### src/rtl/decode_stage.sv
// Instruction decode stage: small input FIFO, field/class decode with branch-target
// precompute, registered valid/ready output, and a HALT state that only reset leaves.

package opcode_pkg;
    localparam logic [7:0] OP_NOP             = 8'h00;
    localparam logic [7:0] OP_ADD             = 8'h30;
    localparam logic [7:0] OP_SUB             = 8'h31;
    localparam logic [7:0] OP_AND             = 8'h32;
    localparam logic [7:0] OP_OR              = 8'h33;
    localparam logic [7:0] OP_XOR             = 8'h34;
    localparam logic [7:0] OP_SHL             = 8'h35;
    localparam logic [7:0] OP_SHR             = 8'h36;
    localparam logic [7:0] OP_ADDI            = 8'h37;
    localparam logic [7:0] OP_LOAD            = 8'h40;
    localparam logic [7:0] OP_LOAD_RESTORE_PC = 8'h41;
    localparam logic [7:0] OP_STORE           = 8'h50;
    localparam logic [7:0] OP_JMP_ALWAYS      = 8'h60;
    localparam logic [7:0] OP_JMP_ZERO        = 8'h61;
    localparam logic [7:0] OP_JMP_NZ          = 8'h62;
    localparam logic [7:0] OP_HALT            = 8'hFF;

    typedef enum logic [2:0] {
        CLS_ALU     = 3'd0,
        CLS_LOAD    = 3'd1,
        CLS_STORE   = 3'd2,
        CLS_BRANCH  = 3'd3,
        CLS_HALT    = 3'd4,
        CLS_NOP     = 3'd5,
        CLS_ILLEGAL = 3'd7
    } insn_class_e;
endpackage

package decode_stage_pkg;
    import opcode_pkg::*;

    typedef struct packed {
        logic [63:0] exec_mask;
        logic [31:0] pc;
        logic [31:0] insn;
    } fetch_pkt_t;

    typedef struct packed {
        logic [63:0] exec_mask;
        logic [31:0] pc;
        logic [7:0]  opcode;
        logic [3:0]  rd;
        logic [3:0]  rs1;
        logic [3:0]  rs2;
        logic [31:0] imm;
        insn_class_e cls;
        logic        flow_change;
        logic [31:0] branch_target;
    } dec_pkt_t;
endpackage

module decode_stage
    import opcode_pkg::*;
    import decode_stage_pkg::*;
#(
    parameter int          CORE_ID    = 0,
    parameter int unsigned FIFO_DEPTH = 2
) (
    input  logic        clk,
    input  logic        reset_n,
    input  logic        in_valid,
    output logic        in_ready,
    input  logic [63:0] in_exec_mask,
    input  logic [31:0] in_pc,
    input  logic [31:0] in_insn,
    output logic        out_valid,
    input  logic        out_ready,
    output logic [63:0] out_exec_mask,
    output logic [31:0] out_pc,
    output logic [7:0]  out_opcode,
    output logic [3:0]  out_rd,
    output logic [3:0]  out_rs1,
    output logic [3:0]  out_rs2,
    output logic [31:0] out_imm,
    output logic [2:0]  out_class,
    output logic        out_flow_change,
    output logic [31:0] out_branch_target,
    output logic        halted,
    output logic        illegal_seen,
    output logic [31:0] decoded_count
);
    localparam int unsigned PTR_W   = $clog2(FIFO_DEPTH);
    localparam logic [PTR_W:0] PTR_ONE = (PTR_W+1)'(1);

    if (FIFO_DEPTH < 2 || FIFO_DEPTH > 8 || (FIFO_DEPTH & (FIFO_DEPTH - 1)) != 0 || CORE_ID < 0)
    begin : g_param_check
        $error("decode_stage: FIFO_DEPTH must be a power of two in 2..8");
    end

    typedef enum logic [0:0] {
        ST_RUN    = 1'b0,
        ST_HALTED = 1'b1
    } state_e;

    function automatic insn_class_e classify(input logic [7:0] op);
        insn_class_e c;
        case (op)
            OP_ADD, OP_SUB, OP_AND, OP_OR,
            OP_XOR, OP_SHL, OP_SHR, OP_ADDI:   c = CLS_ALU;
            OP_LOAD, OP_LOAD_RESTORE_PC:       c = CLS_LOAD;
            OP_STORE:                          c = CLS_STORE;
            OP_JMP_ALWAYS, OP_JMP_ZERO,
            OP_JMP_NZ:                         c = CLS_BRANCH;
            OP_HALT:                           c = CLS_HALT;
            OP_NOP:                            c = CLS_NOP;
            default:                           c = CLS_ILLEGAL;
        endcase
        return c;
    endfunction

    function automatic dec_pkt_t decode(input fetch_pkt_t p);
        dec_pkt_t d;
        d.exec_mask     = p.exec_mask;
        d.pc            = p.pc;
        d.opcode        = p.insn[7:0];
        d.rd            = p.insn[11:8];
        d.rs1           = p.insn[15:12];
        d.rs2           = p.insn[19:16];
        d.imm           = {{20{p.insn[31]}}, p.insn[31:20]};
        d.cls           = classify(p.insn[7:0]);
        d.flow_change   = (p.insn[7:0] == OP_HALT) || (p.insn[7:0] == OP_LOAD_RESTORE_PC) ||
                          (p.insn[7:0] == OP_JMP_ALWAYS) || (p.insn[7:0] == OP_JMP_ZERO) ||
                          (p.insn[7:0] == OP_JMP_NZ);
        d.branch_target = p.pc + {d.imm[29:0], 2'b00};
        return d;
    endfunction

    fetch_pkt_t     mem_q [FIFO_DEPTH];
    state_e         state_q, state_d;
    logic [PTR_W:0] wr_ptr_q, wr_ptr_d;
    logic [PTR_W:0] rd_ptr_q, rd_ptr_d;
    logic           out_valid_q, out_valid_d;
    dec_pkt_t       out_pkt_q, out_pkt_d;
    logic           illegal_seen_q, illegal_seen_d;
    logic [31:0]    decoded_count_q, decoded_count_d;

    fetch_pkt_t     in_pkt;
    dec_pkt_t       head_dec;
    logic           fifo_empty, fifo_full, fifo_wr, out_hs, out_load;

    assign in_pkt     = {in_exec_mask, in_pc, in_insn};
    assign fifo_empty = (wr_ptr_q == rd_ptr_q);
    assign fifo_full  = (wr_ptr_q[PTR_W] != rd_ptr_q[PTR_W]) &&
                        (wr_ptr_q[PTR_W-1:0] == rd_ptr_q[PTR_W-1:0]);
    // Gated by reset_n so fetch sees no ready while reset is held.
    assign in_ready   = reset_n && (state_q == ST_RUN) && !fifo_full;
    assign fifo_wr    = in_valid && in_ready;
    assign out_hs     = out_valid_q && out_ready;
    assign out_load   = !fifo_empty && (!out_valid_q || out_ready) && (state_q == ST_RUN);
    assign head_dec   = decode(mem_q[rd_ptr_q[PTR_W-1:0]]);

    always_comb begin
        state_d         = state_q;
        wr_ptr_d        = wr_ptr_q;
        rd_ptr_d        = rd_ptr_q;
        out_valid_d     = out_valid_q;
        out_pkt_d       = out_pkt_q;
        illegal_seen_d  = illegal_seen_q;
        decoded_count_d = decoded_count_q;

        if (fifo_wr) begin
            wr_ptr_d = wr_ptr_q + PTR_ONE;
        end
        if (out_hs) begin
            decoded_count_d = decoded_count_q + 32'd1;
            out_valid_d     = 1'b0;
        end
        if (out_load) begin
            out_valid_d = 1'b1;
            out_pkt_d   = head_dec;
            rd_ptr_d    = rd_ptr_q + PTR_ONE;
            if (head_dec.cls == CLS_ILLEGAL) begin
                illegal_seen_d = 1'b1;
            end
            // HALT discards everything queued behind it, including a same-cycle write.
            if (head_dec.cls == CLS_HALT) begin
                state_d  = ST_HALTED;
                wr_ptr_d = '0;
                rd_ptr_d = '0;
            end
        end
    end

    always_ff @(posedge clk) begin
        if (!reset_n) begin
            state_q         <= ST_RUN;
            wr_ptr_q        <= '0;
            rd_ptr_q        <= '0;
            out_valid_q     <= 1'b0;
            out_pkt_q       <= '0;
            illegal_seen_q  <= 1'b0;
            decoded_count_q <= '0;
        end else begin
            state_q         <= state_d;
            wr_ptr_q        <= wr_ptr_d;
            rd_ptr_q        <= rd_ptr_d;
            out_valid_q     <= out_valid_d;
            out_pkt_q       <= out_pkt_d;
            illegal_seen_q  <= illegal_seen_d;
            decoded_count_q <= decoded_count_d;
        end
    end

    // Storage needs no reset: pointers alone define which entries are live.
    always_ff @(posedge clk) begin
        if (fifo_wr) begin
            mem_q[wr_ptr_q[PTR_W-1:0]] <= in_pkt;
        end
    end

    assign out_valid         = out_valid_q;
    assign out_exec_mask     = out_pkt_q.exec_mask;
    assign out_pc            = out_pkt_q.pc;
    assign out_opcode        = out_pkt_q.opcode;
    assign out_rd            = out_pkt_q.rd;
    assign out_rs1           = out_pkt_q.rs1;
    assign out_rs2           = out_pkt_q.rs2;
    assign out_imm           = out_pkt_q.imm;
    assign out_class         = out_pkt_q.cls;
    assign out_flow_change   = out_pkt_q.flow_change;
    assign out_branch_target = out_pkt_q.branch_target;
    assign halted            = (state_q == ST_HALTED);
    assign illegal_seen      = illegal_seen_q;
    assign decoded_count     = decoded_count_q;

endmodule

### config.mk
export PLATFORM = sky130hd
export DESIGN_NAME = decode_stage
export DESIGN_NICKNAME = d
export VERILOG_FILES = /design/src/rtl/decode_stage.sv
export SDC_FILE = /design/constraint.sdc
export NUM_CORES = 1
export LEC_CHECK = 0
export CORE_MARGIN = 4
export CORE_UTILIZATION = 52
export DETAILED_ROUTE_END_ITERATION = 8
export PLACE_DENSITY_LB_ADDON = 0.1
export SYNTH_ARGS = -nofsm -noshare
export SYNTH_HDL_FRONTEND = slang
export SYNTH_SLANG_ARGS = --single-unit
### constraint.sdc
create_clock -name clk -period 5.96 [get_ports clk]
set_input_delay 1.192 -clock clk [delete_from_list [all_inputs] [get_ports clk]]
set_output_delay 1.192 -clock clk [all_outputs]
set_load 0.03 [all_outputs]
==> out/qor.yml <==
power.share.combinational: 0.433
yosys.area.top_type: "edfxtp_1"
gr-total-overflow: 0
clk_latency_ns: 0.56
fmax_ghz: 0.254
cpMaxStageDelayCell: "dfxtp_4"
die_w_um: 198
crit_fanout: 54
grt_pass1_vias: 12300
synth_area_um2: 18700
cpPeakStageDelay_ns: 0.89
async_flop_share: 0
cp.required_ns: 6.40
internal_power_mw: 7.76
fp-row-count: 69
final_area_um2: 23900
min_path_type: "reg -> reg"
initial_core_util: 0.527
regArea_um2: 11700
holdWs_ns: 0.447
ctsHoldBuffers: 0
wl_per_cell_um: 19.2
nets: 1957
io_pins: 352
path_buf_inv: 1
p_clk_frac: 0.218
grt_max_degree: 193
ys_top_cells_by_area: "edfxtp_1, dfxtp_1, o211a_1"
syn_nets: 1650
p_sw_frac: 0.386
postCtsSetupBuffers: 0
htree_levels: 2
multi_input_area_um2: 6420
worst-setup-path-type: "reg -> reg"
critPathCaptureType: "flop"
rsz0062_at_grt: "no"
p_sw_mw: 4.88
cts_buffer_depth: 3
synth_cells: 1485
min_period_ns: 3.94
dieArea_um2: 39100
worstPathArrival_ns: 4.38
synth_top_area_share: 0.411
route.detailed.drc: 0
drt-pass1-iter-count: 5
cts_buffers: 48
fillers: 2667
clkTransAtPathRegs_ns: 0.05
n_antenna_cell: 0
yosysUniqueCellTypes: 72
synth_enable_flop_cells: 256
coreArea_um2: 35500
fp.dieH_um: 198
outcome: "complete, no violations"
cts_tree: "done"
drt-total-wl_um: 44100
avgSynthCellArea_um2: 12.6
p_leak_nw: 9.21
synth.ff_latch_count: 458
cts.sinks: 458
routed_via_density: 5.41
cts_resized: 0
worstMarginPinSlew_ns: 0.941
p_per_area_nw_per_um2: 530
place_hpwl_um: 29700
ys.flop_type: "edfxtp_1"
worst_slew_margin_rel: 0.373
crit_family: "compound AO/OA/AOI/OAI gates"
crit_path_frequent_cell: "mux2i_1"
worstPathCellList: "mux2i_1 > inv_1 > ha_1 > nand2_1 > o21ai_0 > a211oi_1 > a32oi_1 > nand3_1 > mux2i_1 > a221o_1"
slew_viol_final: 0
numPortBuffers: 351
drt_iter0_markers: 645
ys_seq_area_frac: 0.627
track_usage: 0.218
finalSetupViolations: 0
drive_gt1_frac: 0.0760
finalHoldViolations: 0
clockRootBuffer: "clkbuf_16"
syn2layout_area_growth_pct: 27.6
cap_violations: 0
yosysMostFrequentCell: "edfxtp_1"
seqPwrFrac: 0.349
place_area_um2: 22400
start_kind: "flop"
synth_warnings: 0
ys_top_cells_by_count: "edfxtp_1, nand2_1, dfxtp_1, o211a_1, mux2i_1"
via_count: 12400
ant_nets: 0
antenna_found_initial: 6
grt_pass1_wl_um: 67700
fin_skew_ns: 0.0113
period_share: 0.661
peakVddDrop_mv: 0.386
gp_congestion: 0.839
[layer usage]
metal | GRT usage | wire length, um | vias up
li1 | - | - | 6029
met3 | 0.0617 | 3180 | 75
met4 | 0.0630 | 992 | 10
met1 | 0.278 | 18200 | 5929
met5 | 0 | 60 | -
met2 | 0.368 | 21600 | 337
[final cells by class]
class,instances,area share
clock buffers,67,0.0542
repair buffers,360,0.152
inverters,16,0.00252
multi-input cells,908,0.269
well taps,461,0.0242
clock inverters,20,0.00640
flip-flops and latches,458,0.492
[worst reg2reg max path, cell delays in order, from the launching register on]
cell      delay [ns]
dfxtp_4         0.89
mux2i_1         0.40
inv_1           0.39
ha_1            0.59
nand2_1         0.20
o21ai_0         0.25
a211oi_1        0.08
a32oi_1         0.47
nand3_1         0.16
mux2i_1         0.15
a221o_1         0.26
[cells by family after synthesis]
logic type               after synthesis  synth area share
adder cells (fa/ha/maj)               33            0.0225
flip-flops                           458             0.627
AO/OA/AOI/OAI                        298             0.124
AND/OR/NAND/NOR                      402             0.102
XOR/XNOR                              50            0.0234
multiplexers                         125            0.0696
buffers and inverters                119            0.0312
[registers in the layout, indices dropped and copies added (netlist names), 8 cells and up, named ones only]
name	cells
out_pc	32
mem_q	256
out_branch_target	30
out_opcode	8
out_exec_mask	64
out_imm	12
decoded_count	32
[power groups by stage]
stage	Sequential, mW	Clock, mW	Combinational (mW)
6_report	4.42	2.75	5.47
5_1_grt	4.49	2.96	5.88
4_1_cts	4.42	2.83	5.52
3_5_place_dp	4.48	0	5.50
3_3_place_gp	4.47	0	5.45
2_1_floorplan	5.27	0	2.82
[worst paths after layout]
kind	slack [ns]	depth (start not counted)	end	start
worst max register to register	2.02	10	out_branch_target[31]$_SDFFE_PN0P_	flop
worst max-delay path	2.02	10	out_branch_target[31]$_SDFFE_PN0P_	flop
worst min-delay path	0.45	2	out_branch_target[26]$_SDFFE_PN0P_	out_branch_target[26]$_SDFFE_PN0P_
worst min register to register	0.45	2	out_branch_target[26]$_SDFFE_PN0P_	out_branch_target[26]$_SDFFE_PN0P_
[placed cells by master (no fill, tap or decap), types with 7 or more instances in the layout]
master,count
clkbuf_1,18
xor2_1,17
edfxtp_1,256
clkinv_2,8
nor2b_1,7
a21oi_1,37
clkdlybuf4s50_1,350
or3_1,7
nand2_1,240
o21ai_0,43
inv_1,16
nor2_1,26
a21o_1,12
mux2i_1,85
xnor2_1,33
ha_1,30
nand3_1,26
mux2_2,40
nand4_1,8
a211oi_1,7
o211a_1,92
nand2b_1,7
a21boi_0,53
nor3_1,10
clkbuf_16,49
and2_1,37
dfxtp_1,201
clkinv_1,7
[stage by stage]
stage	util	setup slack (ns)	setup TNS [ns]	cells	power (mW)
detailed placement	0.632	2.04	0	2203	9.98
finish	0.672	2.02	0	2290	12.6
global placement	0.632	2.15	0	2203	9.92
CTS	0.672	2.02	0	2290	12.8
global route	0.672	1.66	0	2290	13.3
floorplan	-	-0.0434	-11.08	1485	8.09
No activity file was read; power rests on OpenSTA's default activity.
